$ cat src/rtl/game_sequencer_pkg.sv
// Shared definitions for the keypad memorization game: phase encoding,
// digit count, score width and the display-length helper.
package game_pkg;

  typedef enum logic [2:0] {
    IDLE   = 3'd0,
    SHOW   = 3'd1,
    ENTRY  = 3'd2,
    CHECK  = 3'd3,
    RESULT = 3'd4,
    OVER   = 3'd5
  } phaseT;

  localparam int DIGITS  = 4;
  localparam int SCORE_W = 8;

  function automatic int maxOf3(input int a, input int b, input int c);
    int m;
    m = (a > b) ? a : b;
    return (m > c) ? m : c;
  endfunction

  // Display length shrinks with level but never drops below one tick; the
  // comparison is done before subtracting so the result cannot wrap.
  function automatic int showLen(input int showTicks, input int lvl);
    if (lvl + 1 >= showTicks) return 1;
    return showTicks - lvl;
  endfunction

endpackage

$ cat src/rtl/game_sequencer_if.sv
// Bundles the game_sequencer inputs (timing, start, random, keypad) and the
// status it publishes to the display block.
interface game_sequencer_if;
  import game_pkg::*;

  logic               tick;
  logic               start;
  logic [15:0]        rand_in;
  logic               key_valid;
  logic [3:0]         key_value;

  logic [2:0]         phase;
  logic [15:0]        target;
  logic [15:0]        entry;
  logic [2:0]         digit_cnt;
  logic               correct;
  logic [2:0]         level;
  logic [SCORE_W-1:0] score;

  modport master (
    output tick, start, rand_in, key_valid, key_value,
    input  phase, target, entry, digit_cnt, correct, level, score
  );

  modport slave (
    input  tick, start, rand_in, key_valid, key_value,
    output phase, target, entry, digit_cnt, correct, level, score
  );

endinterface

$ cat src/rtl/game_sequencer_tick_timer.sv
// Loadable down-counter stepped by the tick strobe; done fires on the tick
// that arrives while the count is 1.
module tick_timer #(
  parameter int W = 4
) (
  input  logic         clk,
  input  logic         rst,
  input  logic         tick,
  input  logic         load,
  input  logic [W-1:0] loadVal,
  output logic         done
);

  logic [W-1:0] count;

  // NOTE: reset is asynchronous and active-low, so it sits in the sensitivity
  // list; sequential state always uses non-blocking assignments.
  always_ff @(posedge clk or negedge rst) begin
    if (!rst) begin
      count <= '0;
    end else if (load) begin
      count <= loadVal;
    end else if (tick && (count != '0)) begin
      count <= count - W'(1);
    end
  end

  assign done = tick && (count == W'(1));

endmodule

$ cat src/rtl/game_sequencer.sv
// Round controller: IDLE -> SHOW -> ENTRY -> CHECK -> RESULT -> (SHOW | OVER).
// Define GAME_SEQ_TIMEOUT_EN to fail a round after ENTRY_TIMEOUT idle ticks.
module game_sequencer #(
  parameter int SHOW_TICKS    = 6,
  parameter int RESULT_TICKS  = 2,
  parameter int ENTRY_TIMEOUT = 10,
  parameter int MAX_LEVEL     = 5
) (
  input  logic             clk,
  input  logic             rst,
  game_sequencer_if.slave  bus
);
  import game_pkg::*;

  localparam int TMAX = maxOf3(SHOW_TICKS, RESULT_TICKS, ENTRY_TIMEOUT);
  localparam int TW   = $clog2(TMAX + 1);

  phaseT              state;
  logic [15:0]        target;
  logic [15:0]        entry;
  logic [2:0]         digitCnt;
  logic               correct;
  logic [2:0]         level;
  logic [SCORE_W-1:0] score;

  logic               mainLoad;
  logic [TW-1:0]      mainLoadVal;
  logic               mainDone;
  logic               startGame;
  logic               keyAccept;
  logic               showDone;
  logic               resultDone;
  logic               timeoutHit;

  assign startGame  = ((state == IDLE) || (state == OVER)) && bus.start;
  assign keyAccept  = (state == ENTRY) && bus.key_valid && (digitCnt < 3'(DIGITS));
  assign showDone   = (state == SHOW) && mainDone;
  assign resultDone = (state == RESULT) && mainDone;

  // One timer serves both SHOW and RESULT; it is loaded on the edge that
  // enters each phase so the new length is counted from the next tick.
  // NOTE: every output of this always_comb gets a default first, so no latch.
  always_comb begin
    mainLoad    = 1'b0;
    mainLoadVal = '0;
    if (startGame) begin
      mainLoad    = 1'b1;
      mainLoadVal = TW'(showLen(SHOW_TICKS, 0));
    end else if (resultDone && correct) begin
      mainLoad    = 1'b1;
      mainLoadVal = TW'(showLen(SHOW_TICKS, int'(level)));
    end else if ((state == CHECK) || timeoutHit) begin
      mainLoad    = 1'b1;
      mainLoadVal = TW'(RESULT_TICKS);
    end
  end

  tick_timer #(.W(TW)) u_phase_timer (
    .clk     (clk),
    .rst     (rst),
    .tick    (bus.tick),
    .load    (mainLoad),
    .loadVal (mainLoadVal),
    .done    (mainDone)
  );

`ifdef GAME_SEQ_TIMEOUT_EN
  logic idleDone;

  // A key on the same edge as a tick reloads the idle timer instead of
  // letting it expire.
  tick_timer #(.W(TW)) u_idle_timer (
    .clk     (clk),
    .rst     (rst),
    .tick    (bus.tick),
    .load    (showDone || keyAccept),
    .loadVal (TW'(ENTRY_TIMEOUT)),
    .done    (idleDone)
  );

  assign timeoutHit = (state == ENTRY) && idleDone && !keyAccept &&
                      (digitCnt < 3'(DIGITS));
`else
  assign timeoutHit = 1'b0;
`endif

  always_ff @(posedge clk or negedge rst) begin
    if (!rst) begin
      state    <= IDLE;
      target   <= '0;
      entry    <= '0;
      digitCnt <= '0;
      correct  <= 1'b0;
      level    <= '0;
      score    <= '0;
    end else begin
      case (state)
        IDLE, OVER: begin
          if (bus.start) begin
            state   <= SHOW;
            target  <= bus.rand_in;
            level   <= '0;
            score   <= '0;
            correct <= 1'b0;
          end
        end

        SHOW: begin
          if (mainDone) begin
            state    <= ENTRY;
            entry    <= '0;
            digitCnt <= '0;
          end
        end

        ENTRY: begin
          if (digitCnt == 3'(DIGITS)) begin
            state <= CHECK;
          end else if (timeoutHit) begin
            correct <= 1'b0;
            state   <= RESULT;
          end else if (keyAccept) begin
            entry    <= {entry[11:0], bus.key_value};
            digitCnt <= digitCnt + 3'd1;
          end
        end

        CHECK: begin
          correct <= (entry == target);
          if (entry == target) begin
            if (score != '1)               score <= score + SCORE_W'(1);
            if (level < 3'(MAX_LEVEL))     level <= level + 3'd1;
          end
          state <= RESULT;
        end

        RESULT: begin
          if (mainDone) begin
            if (correct) begin
              state  <= SHOW;
              target <= bus.rand_in;
            end else begin
              state <= OVER;
            end
          end
        end

        default: state <= IDLE;
      endcase
    end
  end

  assign bus.phase     = state;
  assign bus.target    = target;
  assign bus.entry     = entry;
  assign bus.digit_cnt = digitCnt;
  assign bus.correct   = correct;
  assign bus.level     = level;
  assign bus.score     = score;

endmodule
$ cat src/flat_wrapper.sv
// flat-port wrapper written by rule: the top's interface ports become plain ports
module game_sequencer_flat import game_pkg::*;
#(
  parameter int SHOW_TICKS    = 6,
  parameter int RESULT_TICKS  = 2,
  parameter int ENTRY_TIMEOUT = 10,
  parameter int MAX_LEVEL     = 5
)
  (clk, rst, bus_tick, bus_start, bus_rand_in, bus_key_valid, bus_key_value, bus_phase, bus_target, bus_entry, bus_digit_cnt, bus_correct, bus_level, bus_score);
  game_sequencer_if bus_i ();
  input  logic clk;
  input  logic rst;
  input wire logic [$bits(bus_i.tick)-1:0] bus_tick;
  input wire logic [$bits(bus_i.start)-1:0] bus_start;
  input wire logic [$bits(bus_i.rand_in)-1:0] bus_rand_in;
  input wire logic [$bits(bus_i.key_valid)-1:0] bus_key_valid;
  input wire logic [$bits(bus_i.key_value)-1:0] bus_key_value;
  output wire logic [$bits(bus_i.phase)-1:0] bus_phase;
  output wire logic [$bits(bus_i.target)-1:0] bus_target;
  output wire logic [$bits(bus_i.entry)-1:0] bus_entry;
  output wire logic [$bits(bus_i.digit_cnt)-1:0] bus_digit_cnt;
  output wire logic [$bits(bus_i.correct)-1:0] bus_correct;
  output wire logic [$bits(bus_i.level)-1:0] bus_level;
  output wire logic [$bits(bus_i.score)-1:0] bus_score;
  assign bus_i.tick = bus_tick;
  assign bus_i.start = bus_start;
  assign bus_i.rand_in = bus_rand_in;
  assign bus_i.key_valid = bus_key_valid;
  assign bus_i.key_value = bus_key_value;
  assign bus_phase = bus_i.phase;
  assign bus_target = bus_i.target;
  assign bus_entry = bus_i.entry;
  assign bus_digit_cnt = bus_i.digit_cnt;
  assign bus_correct = bus_i.correct;
  assign bus_level = bus_i.level;
  assign bus_score = bus_i.score;
  game_sequencer #(.SHOW_TICKS(SHOW_TICKS), .RESULT_TICKS(RESULT_TICKS), .ENTRY_TIMEOUT(ENTRY_TIMEOUT), .MAX_LEVEL(MAX_LEVEL)) u_core (.clk(clk), .rst(rst), .bus(bus_i));
endmodule
$ cat config.mk
export PLATFORM = sky130hd
export DESIGN_NAME = game_sequencer_flat
export DESIGN_NICKNAME = d
export VERILOG_FILES = /design/src/rtl/game_sequencer_pkg.sv /design/src/rtl/game_sequencer_if.sv /design/src/rtl/game_sequencer_tick_timer.sv /design/src/rtl/game_sequencer.sv /design/src/flat_wrapper.sv
export SDC_FILE = /design/constraint.sdc
export NUM_CORES = 1
export LEC_CHECK = 0
export CORE_MARGIN = 4
export CORE_UTILIZATION = 47
export DETAILED_ROUTE_END_ITERATION = 8
export PLACE_DENSITY = 0.77
export SLEW_MARGIN = 40
export SYNTH_ARGS = -nofsm -noshare
export SYNTH_HDL_FRONTEND = slang
export SYNTH_HIERARCHICAL = 1
export SYNTH_SLANG_ARGS = --single-unit
$ cat constraint.sdc
create_clock -name clk -period 4 [get_ports clk]
set_input_delay 1 -clock clk [delete_from_list [all_inputs] [get_ports clk]]
set_output_delay 1 -clock clk [all_outputs]
set_load 0.03 [all_outputs]
### After elaboration in Yosys (flattened, before gate mapping)

Index checks and enable logic that the tools add are counted.

| cells by class | value |
|---|---|
| reductions and logical operators | 21 |
| add/sub/neg operators | 6 |
| magnitude comparators | 3 |
| equal/unequal tests | 19 |
| muxes and demuxes | 41 |

Operators with widths:

| operator | number |
|---|---|
| 16-bit two-way mux | 6 |
| 16-bit one-hot mux with 2 select lines | 2 |
| 3-bit two-way mux | 11 |
| 32-bit by 4-bit >= comparator with 1-bit output (second input constant) | 1 |
| 8-bit two-way mux | 3 |
| 4-bit two-way mux | 5 |
| 4-bit AND reduction | 5 |
| 16-bit == test | 1 |
| 8-bit one-hot mux with 2 select lines | 1 |
| 3-bit one-hot mux with 5 select lines | 1 |
| 2-bit != test (second input constant) | 6 |
| 3-bit one-hot mux with 2 select lines | 2 |
| 3-bit == test (second input constant) | 3 |
| 8-bit by 1-bit adder with 8-bit output (second input constant) | 1 |
| 1-bit two-way mux | 8 |
| 2-bit by 1-bit != test with 1-bit output (second input constant) | 4 |
| 8-bit != test (second input constant) | 1 |
| 2-bit nonzero test | 4 |
| 1-bit logical AND | 7 |
| 3-bit by 1-bit adder with 3-bit output (second input constant) | 2 |
| 3-bit by 2-bit == test with 1-bit output (second input constant) | 2 |
| 3-bit < comparator (second input constant) | 2 |
| 3-bit by 1-bit adder with 4-bit output (second input constant) | 1 |
| 4-bit by 1-bit == test with 1-bit output (second input constant) | 1 |
| 10 further kinds | 10 |

| word-level totals | value |
|---|---|
| register bits after elaboration | 54 |
| output and inout port bits | 50 |

### Logic depth before layout (Yosys ltp)

Gate-level depths: netlist (run 1).

| depth | value |
|---|---|
| depth after elaboration | 10 |
| depth in mapped cells | 11 |
| depth with buffers taken out | 10 |

### By module

The synthesis (run 1) kept the hierarchy.

By module, submodules not included:

| module | instances | seq. area each (um2) | area each (um2) | cells an instance |
|---|---|---|---|---|
| game_sequencer | 1 | 1251.2 | 2643.8 | 262 |
| tick_timer | 1 | 100.1 | 266.5 | 30 |

### Least setup slack after synthesis (run 1)

No wires, ideal clock.

| timing path | value |
|---|---|
| path type | input to register |
| from | input bus_tick |
| to | register u_core.target[0], in the netlist u_core/bus.target[0] |
| stages | 8 |
| setup time | 0.125 ns |
| required time | 3.875 ns |
| setup slack | 1.463 ns |
| arrival | 2.412 ns |
| cell sequence | nand2_1 nor3_1 nand3_1 a21oi_1 a31oi_1 nor2_2 buf_4 mux2_2 |

| on the way | value |
|---|---|
| longest elaborated chain between the ends | 3 |

RTL lines:

| item | line | text |
|---|---|---|
| from (decl) | flat_wrapper.sv:13 | `input wire logic [$bits(bus_i.tick)-1:0] bus_tick;` |
| 1-bit logical AND | game_sequencer_tick_timer.sv:28 | `assign done = tick && (count == W'(1));` |
| named net u_core.mainDone | game_sequencer.sv:28 | `logic mainDone;` |
| 2-bit by 1-bit != test with 1-bit output (no source line) | -- |  |
| 4-bit AND reduction (no source line) | -- |  |
| to (signal assigned) | game_sequencer.sv:101 | `target <= bus.rand_in;` |
| to (signal assigned) | game_sequencer.sv:141 | `target <= bus.rand_in;` |
| to (decl) | game_sequencer.sv:19 | `logic [15:0] target;` |

The timed path passes the listed nets, and every way through them passes these cells.
A chain may end at the register's enable or synchronous reset.

### Worst setup path in the final report (run 1)

| timing path | value |
|---|---|
| from | input bus_tick |
| to | register u_core.target[7], in the netlist u_core/bus.target[7] |

The elaborated chain is that of the path after synthesis.

==> results of run 1 <==
[area by class of cell]
class | count | area [sq um]
flip-flops and latches | 54 | 1351
multi-input cells | 216 | 1453
fillers | 497 | 2121
clock inverters | 2 | 60.06
well taps | 75 | 93.84
clock buffers | 6 | 82.58
repair buffers | 76 | 753.2
inverters | 11 | 41.29
[worst paths after layout]
check | startpoint | slack, ns | endpoint | cells past startpoint
min in group asynchronous | rst | 0.63 | u_core/bus.score[1] | 1
max in group asynchronous | rst | 2.72 | u_core/bus.entry[15] | 2
setup reg to reg | u_core/bus.phase[2] | 1.53 | u_core/u_phase_timer/count[1] | 6
setup / recovery | bus_tick | 1.10 | u_core/bus.target[7] | 9
hold reg to reg | u_core/bus.digit_cnt[1] | 0.55 | u_core/bus.digit_cnt[1] | 2
hold / removal | u_core/bus.digit_cnt[1] | 0.55 | u_core/bus.digit_cnt[1] | 2
[synthesized netlist by cell type (all sizes together), types with 2 or more instances]
cell type	number
a211o	2
a21oi	4
a2bb2oi	3
a31oi	2
and2b	2
buf	10
dfrtp	54
ha	7
inv	11
mux2	16
mux2i	2
nand2	57
nand2b	4
nand3	12
nand4	3
nor2	11
nor2b	2
nor3	3
nor3b	3
nor4	5
o211ai	5
o21ai	27
o311ai	3
o31ai	3
or2	2
or3	3
or4	3
xor2	17
[flip-flops by register name (all words and copies together) (netlist names)]
signal                      flops
u_core/u_phase_timer/count      4
u_core/bus.correct              1
u_core/bus.digit_cnt            3
u_core/bus.score                8
u_core/bus.entry               16
u_core/bus.target              16
u_core/bus.phase                3
u_core/bus.level                3
[metal layers]
layer | up-vias | GRT usage (%)
li1 | 1163 | -
met1 | 1167 | 27.13
met2 | 63 | 30.74
met3 | 10 | 5.894
met4 | 0 | 6.374
met5 | - | 0
[power by group through the flow]
stage                     clock, mW  sequential (mW)  combinational, mW
after CTS                     0.464            0.995               1.42
after global placement            0            0.993               1.38
after floorplan                   0             1.27              0.603
after detailed placement          0             1.00               1.41
after global routing          0.482             1.03               1.51
final                         0.454            0.991               1.41
[logic make-up (layout without fill, tap and decap cells)]
| family | Yosys count | in the layout | share of synthesized area, % |
|---|---|---|---|
| AO/OA/AOI/OAI | 56 | 56 | 12.73 |
| XOR/XNOR | 17 | 17 | 5.116 |
| adder cells (fa/ha/maj) | 7 | 7 | 3.009 |
| buffers and inverters | 22 | 95 | 3.783 |
| flip-flops | 54 | 54 | 46.43 |
| multiplexers | 18 | 18 | 6.879 |
| other | 1 | 1 | 0.1289 |
| AND/OR/NAND/NOR | 117 | 117 | 21.93 |
[worst register-to-register path: stages, from the launching register on]
cell and delay [ns]:
dfrtp_1 0.62, and2b_1 0.29, and2_1 0.31, nor2_1 0.31
nand2_1 0.24, or4_1 0.54, nand3_1 0.09
==> impl_metrics.env, run 1 <==
export IMPL_p_comb_share_pct=49.3
export IMPL_cp_num_buf_inv=2
export IMPL_hold_violations=0
export IMPL_ys_types=56
export IMPL_pin_count=75
export IMPL_tns_ns=0
export IMPL_p_sw_mw=1.227
export IMPL_grt_pass1_wl_mm=11.72
export IMPL_grtUsageTotal_pct=19.97
export IMPL_slew_viol_final=0
export IMPL_post_route_util_pct=64.39
export IMPL_setup_slack_ns=1.098
export IMPL_routabilityCongestion=0.7635
export IMPL_dp_cells=432
export IMPL_startpoint_type="input pin"
export IMPL_clkTransAtPathRegs_ns=0.10
export IMPL_dpl_hpwl_mm=5.073
export IMPL_syn_area_sq_um=2910
export IMPL_async_flop_share_pct=100.0
export IMPL_grt_overflow=0
export IMPL_skew_ns=0.007774
export IMPL_die_y_um=86.69
export IMPL_p_int_mw=1.624
export IMPL_via_per_inst=5.461
export IMPL_crit_arrival_ns=3.11
export IMPL_wl_met2_mm=3.396
export IMPL_numCtsBuffers=5
export IMPL_syn_avg_cell_area_sq_um=9.967
export IMPL_core_sq_um=5956
export IMPL_layout_drive_gt1_share_pct=12.33
export IMPL_timing_hold_ws_ns=0.5521
export IMPL_final_cell_mix="73 x clkdlybuf4s50_1, 57 x nand2_1, 54 x dfrtp_1"
export IMPL_critPathMaxFanout=16
export IMPL_cpPeakStageDelay_ns=0.55
export IMPL_ant_nets=0
export IMPL_synthToLayoutAreaGrowth_pct=31.77
export IMPL_pre_cts_ws_ns=0.6918
export IMPL_routed_wirelength_mm=7.031
export IMPL_drt_iter0_markers=161
export IMPL_cts_tree="built"
export IMPL_crit_type="input pin to register"
export IMPL_netlist_instances=292
export IMPL_end_kind="register"
export IMPL_clkSinkCount=54
export IMPL_clock_path_buffers=2
export IMPL_mostFrequentLayoutCell="clkdlybuf4s50_1"
export IMPL_finalSetupViolCount=0
export IMPL_drt_pass1_iterations=4
export IMPL_p_per_area_nw_per_um2=743.5
export IMPL_ys_warn_count=6
export IMPL_maxCapViolCount=0
export IMPL_cts_setup_buffers=0
export IMPL_dieWidth_um=86.69
export IMPL_power_mw=2.851
export IMPL_start_util_pct=48.87
export IMPL_cpLargestDelayFamily="buffers and inverters"
export IMPL_synth_area_leaders="dfrtp_1 46%, nand2_1 7.4%, mux2_2 6.2%"
export IMPL_die_area_sq_um=7515
export IMPL_fin_area_sq_um=3835
export IMPL_finalNonFillerCells=440
export IMPL_synth_edff_count=0
export IMPL_highest_layer="met4"
export IMPL_place_area_sq_um=3691
export IMPL_clk_latency_ns=0.32
export IMPL_fin_crit_sh_pct=72.55
export IMPL_antenna_found_initial=0
export IMPL_num_nets_final=396
export IMPL_hold_path_class="register to register"
export IMPL_postCtsHoldBufs=0
export IMPL_required_ns=4.21
export IMPL_ys_seq_area_share_pct=46.43
export IMPL_slowest_stage="clkdlybuf4s50_1"
export IMPL_synth_top_area_share_pct=46.43
export IMPL_outcome="finished clean"
export IMPL_crit_chain="clkdlybuf4s50_1 -> nand2_1 -> nor3_1 -> nand3_1 -> a21oi_1 -> a31oi_1 -> nor2_2 -> buf_4 -> mux2_2"
export IMPL_slew_headroom_pct=55.65
export IMPL_met3_length_um=385
export IMPL_grt_max_degree=38
export IMPL_post_cts_resized=0
export IMPL_fin_crit_ns=2.902
export IMPL_synth_seq_cells=54
export IMPL_synth_top_flop_cell="dfrtp_1"
export IMPL_fmax_mhz=344.6
export IMPL_diodes=0
export IMPL_first_global_vias=2372
export IMPL_wl_per_cell_um=15.98
export IMPL_synth_net_count=324
export IMPL_vias=2403
export IMPL_rsz0062_at_grt="false"
export IMPL_tightest_slew_ns=0.6646
export IMPL_swShare_pct=43.03
export IMPL_yosysTopAreaCell="dfrtp_1"
export IMPL_htree_levels=2
export IMPL_seq_power_share_pct=34.8
export IMPL_ir_drop_mv=0.5756
export IMPL_wl_met1_mm=3.139
export IMPL_port_buffers=74
export IMPL_clock_root_buffer="clkbuf_8"
export IMPL_fp_row_count=28
export IMPL_pwr_share_clk_pct=15.9
export IMPL_power_leakage_nw=1.631
export IMPL_drc=0
Note: power is estimated with default switching activity, not from simulation.
==> run 2, diff against run 1 <==
Clock period 4 ns to 2.9 ns, I/O delays scaled along.
==> impl_metrics.env, run 2 (same netlist as run 1, synthesis figures left out) <==
export IMPL_start_util_pct=48.87
export IMPL_clock_root_buffer="clkbuf_8"
export IMPL_cp_num_buf_inv=1
export IMPL_drt_pass1_iterations=7
export IMPL_critPathMaxFanout=13
export IMPL_dp_cells=437
export IMPL_slowest_stage="clkdlybuf4s50_1"
export IMPL_crit_chain="clkdlybuf4s50_1"
export IMPL_reg_top3="u_core/bus.entry: 16 flops, u_core/bus.target: 16 flops, u_core/bus.score: 8 flops"
export IMPL_num_nets_final=401
export IMPL_diodes=0
export IMPL_power_leakage_nw=1.646
export IMPL_finalNonFillerCells=445
export IMPL_drt_iter0_markers=160
export IMPL_ir_drop_mv=0.6816
export IMPL_synthToLayoutAreaGrowth_pct=32.24
export IMPL_tns_ns=0
export IMPL_dpl_hpwl_mm=5.033
export IMPL_clk_latency_ns=0.31
export IMPL_core_sq_um=5956
export IMPL_skew_ns=0.01146
export IMPL_outcome="finished clean"
export IMPL_first_global_vias=2443
export IMPL_p_per_area_nw_per_um2=1006
export IMPL_required_ns=2.17
export IMPL_finalSetupViolCount=0
export IMPL_grt_overflow=0
export IMPL_clkSinkCount=54
export IMPL_hold_path_class="input pin to asynchronous set/reset pin"
export IMPL_grt_max_degree=55
export IMPL_ant_nets=0
export IMPL_htree_levels=2
export IMPL_postCtsHoldBufs=0
export IMPL_startpoint_type="register"
export IMPL_fin_crit_sh_pct=83.94
export IMPL_pin_count=75
export IMPL_end_kind="primary output"
export IMPL_cts_tree="built"
export IMPL_place_area_sq_um=3736
export IMPL_numCtsBuffers=5
export IMPL_layout_drive_gt1_share_pct=12.97
export IMPL_wl_per_cell_um=15.53
export IMPL_seq_power_share_pct=34.2
export IMPL_hold_violations=0
export IMPL_crit_type="register to primary output"
export IMPL_fin_area_sq_um=3849
export IMPL_busiest_layer="met2"
export IMPL_antenna_found_initial=0
export IMPL_die_area_sq_um=7515
export IMPL_grtUsageTotal_pct=19.50
export IMPL_cts_setup_buffers=0
export IMPL_clock_path_buffers=2
export IMPL_cpLargestDelayFamily="buffers and inverters"
export IMPL_mostFrequentLayoutCell="clkdlybuf4s50_1"
export IMPL_rsz0062_at_grt="false"
export IMPL_fin_crit_ns=2.434
export IMPL_p_int_mw=2.175
export IMPL_swShare_pct=43.80
export IMPL_vias=2426
export IMPL_drc=0
export IMPL_pwr_share_clk_pct=13.4
export IMPL_p_comb_share_pct=52.4
export IMPL_maxCapViolCount=0
export IMPL_dieWidth_um=86.69
export IMPL_tightest_slew_ns=0.6796
export IMPL_met2_usage_pct=30.95
export IMPL_slew_headroom_pct=54.69
export IMPL_post_cts_resized=0
export IMPL_routed_wirelength_mm=6.910
export IMPL_grt_pass1_wl_mm=11.79
export IMPL_port_buffers=74
export IMPL_crit_arrival_ns=1.71
export IMPL_fmax_mhz=410.8
export IMPL_met3_usage_pct=4.753
export IMPL_final_cell_mix="73 x clkdlybuf4s50_1, 57 x nand2_1, 54 x dfrtp_1"
export IMPL_p_sw_mw=1.695
export IMPL_routabilityCongestion=0.7792
export IMPL_die_y_um=86.69
export IMPL_via_per_inst=5.452
export IMPL_fp_row_count=28
export IMPL_cpPeakStageDelay_ns=0.76
export IMPL_clkTransAtPathRegs_ns=0.09
export IMPL_slew_viol_final=0
export IMPL_met1_usage_pct=27.22
[run 2: path summary, 6_finish.rpt]
| kind | from | end | slack [ns] | depth (start not counted) |
|---|---|---|---|---|
| worst min register to register | u_core/bus.entry[12] | u_core/bus.entry[12] | 0.55 | 2 |
| worst max register to register | u_core/bus.entry[7] | u_core/bus.level[2] | 0.54 | 5 |
| max in group asynchronous | rst | u_core/bus.entry[11] | 1.92 | 2 |
| worst max-delay path | u_core/bus.phase[1] | bus_phase[1] | 0.47 | 1 |
| min in group clk | u_core/bus.entry[12] | u_core/bus.entry[12] | 0.55 | 2 |
| worst min-delay path | rst | u_core/bus.digit_cnt[0] | 0.54 | 2 |
[run 2: per-stage QoR]
stage               total power [mW]  util (%)  hold WS [ns]  worst slack [ns]
detailed placement             3.368     62.73        0.5277            0.1708
finish                         3.870     64.62        0.5360            0.4657
global placement               3.327     62.73        0.5168            0.2254
CTS                            3.904     64.62        0.5514            0.4511
floorplan                      2.579         -        0.4294            0.6382
global route                   4.111     64.62        0.5949            0.2577
[run 2: routing by layer]
metal | up-vias | share of wire, %
li1 | 1179 | -
met4 | 0 | 0.85
met5 | - | 0
met3 | 6 | 5.0
met2 | 65 | 49
met1 | 1176 | 46
[run 2: area by class of cell]
type / instances / area (sq um)
clock buffers: 5 / 68.82
clock inverters: 3 / 43.79
fillers: 494 / 2107
inverters: 11 / 41.29
multi-input cells: 216 / 1449
flip-flops and latches: 54 / 1351
well taps: 75 / 93.84
repair buffers: 81 / 800.8
[run 2: power groups by stage]
| stage | registers [mW] | clock network, mW | logic (mW) |
|---|---|---|---|
| after floorplan | 1.75 | 0 | 0.831 |
| after global placement | 1.34 | 0 | 1.99 |
| after detailed placement | 1.34 | 0 | 2.03 |
| after CTS | 1.33 | 0.530 | 2.05 |
| after global routing | 1.37 | 0.552 | 2.19 |
| final | 1.32 | 0.518 | 2.03 |
==> run 3, diff against run 2 <==
Settings changed: CORE_UTILIZATION 47 to 44, PLACE_DENSITY 0.77 to 0.76.
Clock period 2.9 ns to 2.22 ns, I/O delays scaled along.
==> impl_metrics.env, run 3 (same netlist as run 1, synthesis figures left out) <==
export IMPL_grt_pass1_wl_mm=11.27
export IMPL_dpl_hpwl_mm=4.933
export IMPL_fin_area_sq_um=3946
export IMPL_grt_overflow=0
export IMPL_clock_root_buffer="clkbuf_8"
export IMPL_slowest_stage="clkdlybuf4s50_1"
export IMPL_routabilityCongestion=0.8257
export IMPL_cp_num_buf_inv=3
export IMPL_wl_per_cell_um=14.46
export IMPL_crit_type="input pin to register"
export IMPL_start_util_pct=45.57
export IMPL_final_cell_mix="72 x clkdlybuf4s50_1, 56 x nand2_1, 53 x dfrtp_1"
export IMPL_required_ns=2.42
export IMPL_rsz0062_at_grt="false"
export IMPL_clkTransAtPathRegs_ns=0.10
export IMPL_fin_crit_ns=2.140
export IMPL_critPathMaxFanout=16
export IMPL_maxCapViolCount=0
export IMPL_drc=0
export IMPL_place_area_sq_um=3846
export IMPL_power_mw=5.032
export IMPL_crit_path_end="u_core/bus.target[14]"
export IMPL_drt_pass1_iterations=4
export IMPL_clock_path_buffers=2
export IMPL_cts_setup_buffers=0
export IMPL_pre_cts_ws_ns=-0.2518
export IMPL_startpoint_type="input pin"
export IMPL_reg_top3="u_core/bus.entry: 16 flops, u_core/bus.target: 16 flops, u_core/bus.score: 8 flops"
export IMPL_num_nets_final=412
export IMPL_finalSetupViolCount=0
export IMPL_via_per_inst=5.310
export IMPL_port_buffers=74
export IMPL_drt_iter0_markers=81
export IMPL_p_per_area_nw_per_um2=1275
export IMPL_setup_slack_ns=0.07980
export IMPL_tns_ns=0
export IMPL_cp_startpoint="bus_tick"
export IMPL_htree_levels=2
export IMPL_r2r_slack_ns=0.17
export IMPL_fin_crit_sh_pct=96.41
export IMPL_routed_wirelength_mm=6.621
export IMPL_ant_nets=0
export IMPL_synthToLayoutAreaGrowth_pct=35.60
export IMPL_slew_viol_final=0
export IMPL_clkSinkCount=54
export IMPL_cpLargestDelayFamily="buffers and inverters"
export IMPL_mostFrequentLayoutCell="clkdlybuf4s50_1"
export IMPL_skew_ns=0.008249
export IMPL_fp_row_count=29
export IMPL_pin_count=75
export IMPL_cp_depth=10
export IMPL_rr_endpoint="u_core/bus.target[14]"
export IMPL_layout_drive_gt1_share_pct=16.01
export IMPL_crit_arrival_ns=2.34
export IMPL_fmax_mhz=467.2
export IMPL_antenna_found_initial=0
export IMPL_clk_latency_ns=0.32
export IMPL_first_global_vias=2498
export IMPL_r2r_worst_path_cells=11
export IMPL_numCtsBuffers=5
export IMPL_core_sq_um=6386
export IMPL_grt_max_degree=55
export IMPL_die_area_sq_um=7980
export IMPL_dieWidth_um=89.33
export IMPL_cpPeakStageDelay_ns=0.48
export IMPL_hold_path_class="input pin to asynchronous set/reset pin"
export IMPL_die_y_um=89.33
export IMPL_ir_drop_mv=0.8058
export IMPL_end_kind="register"
export IMPL_power_leakage_nw=1.711
export IMPL_crit_chain="clkdlybuf4s50_1 -> nand2_1 -> nor3_1 -> buf_4 -> nand3_1 -> a21oi_1 -> a31oi_1 -> nor2_2 -> buf_12 -> mux2_2"
export IMPL_r2r_start="u_core/u_phase_timer/count[1]"
export IMPL_vias=2432
export IMPL_hold_violations=0
export IMPL_grtUsageTotal_pct=18.01
export IMPL_outcome="finished clean"
export IMPL_cts_tree="built"
export IMPL_diodes=0
[run 3: timing repair]
action                                  CTS  global route
hold buffers                              0             0
endpoints found under the setup margin    1             2
gates resized for setup                   1             2
[run 3: metal layers]
layer  vias to the layer above  part of all wire, %  global-route usage, %
met5                         -                    0                      0
met4                         0                  1.0                  5.007
met3                         6                  7.2                  6.452
met2                        54                   49                  30.34
met1                      1167                   43                  21.77
li1                       1205                    -                      -
[run 3: area by class of cell]
class                      instances  area [sq um]
multi-input combinational        216          1451
fill                             544          2440
clock inverter                     3         25.02
inverter                          11         41.29
clock buffer                       5         68.82
timing repair buffer              92         910.9
sequential                        54          1353
tap                               77         96.34
[run 3: report_power, final]
| part | total [mW] | internal [mW] | switching, mW | leakage [nW] |
|---|---|---|---|---|
| clock | 0.575 | 0.228 | 0.347 | 0.0447 |
| combinational | 2.72 | 1.25 | 1.47 | 0.965 |
| sequential | 1.74 | 1.33 | 0.406 | 0.701 |
[run 3: how the worst min path moves through the flow]
stage | slack (ns) | start | endpoint
global placement | 0.51 | u_core/bus.entry[15] | u_core/bus.entry[15]
detailed placement | 0.52 | u_core/bus.entry[15] | u_core/bus.entry[15]
floorplan | 0.26 | rst | u_core/bus.correct
finish | 0.21 | rst | u_core/u_phase_timer/count[3]
global route | 0.23 | rst | u_core/bus.level[1]
CTS | 0.23 | rst | u_core/u_phase_timer/count[2]
[run 3: per-stage QoR]
step / utilization (%) / hold WS (ns) / instances
CTS: 61.72 / 0.2252 / 458
finish: 61.79 / 0.2056 / 458
global route: 61.79 / 0.2261 / 458
global placement: 60.23 / 0.5146 / 450
floorplan: - / 0.2594 / 292
detailed placement: 60.23 / 0.5249 / 450
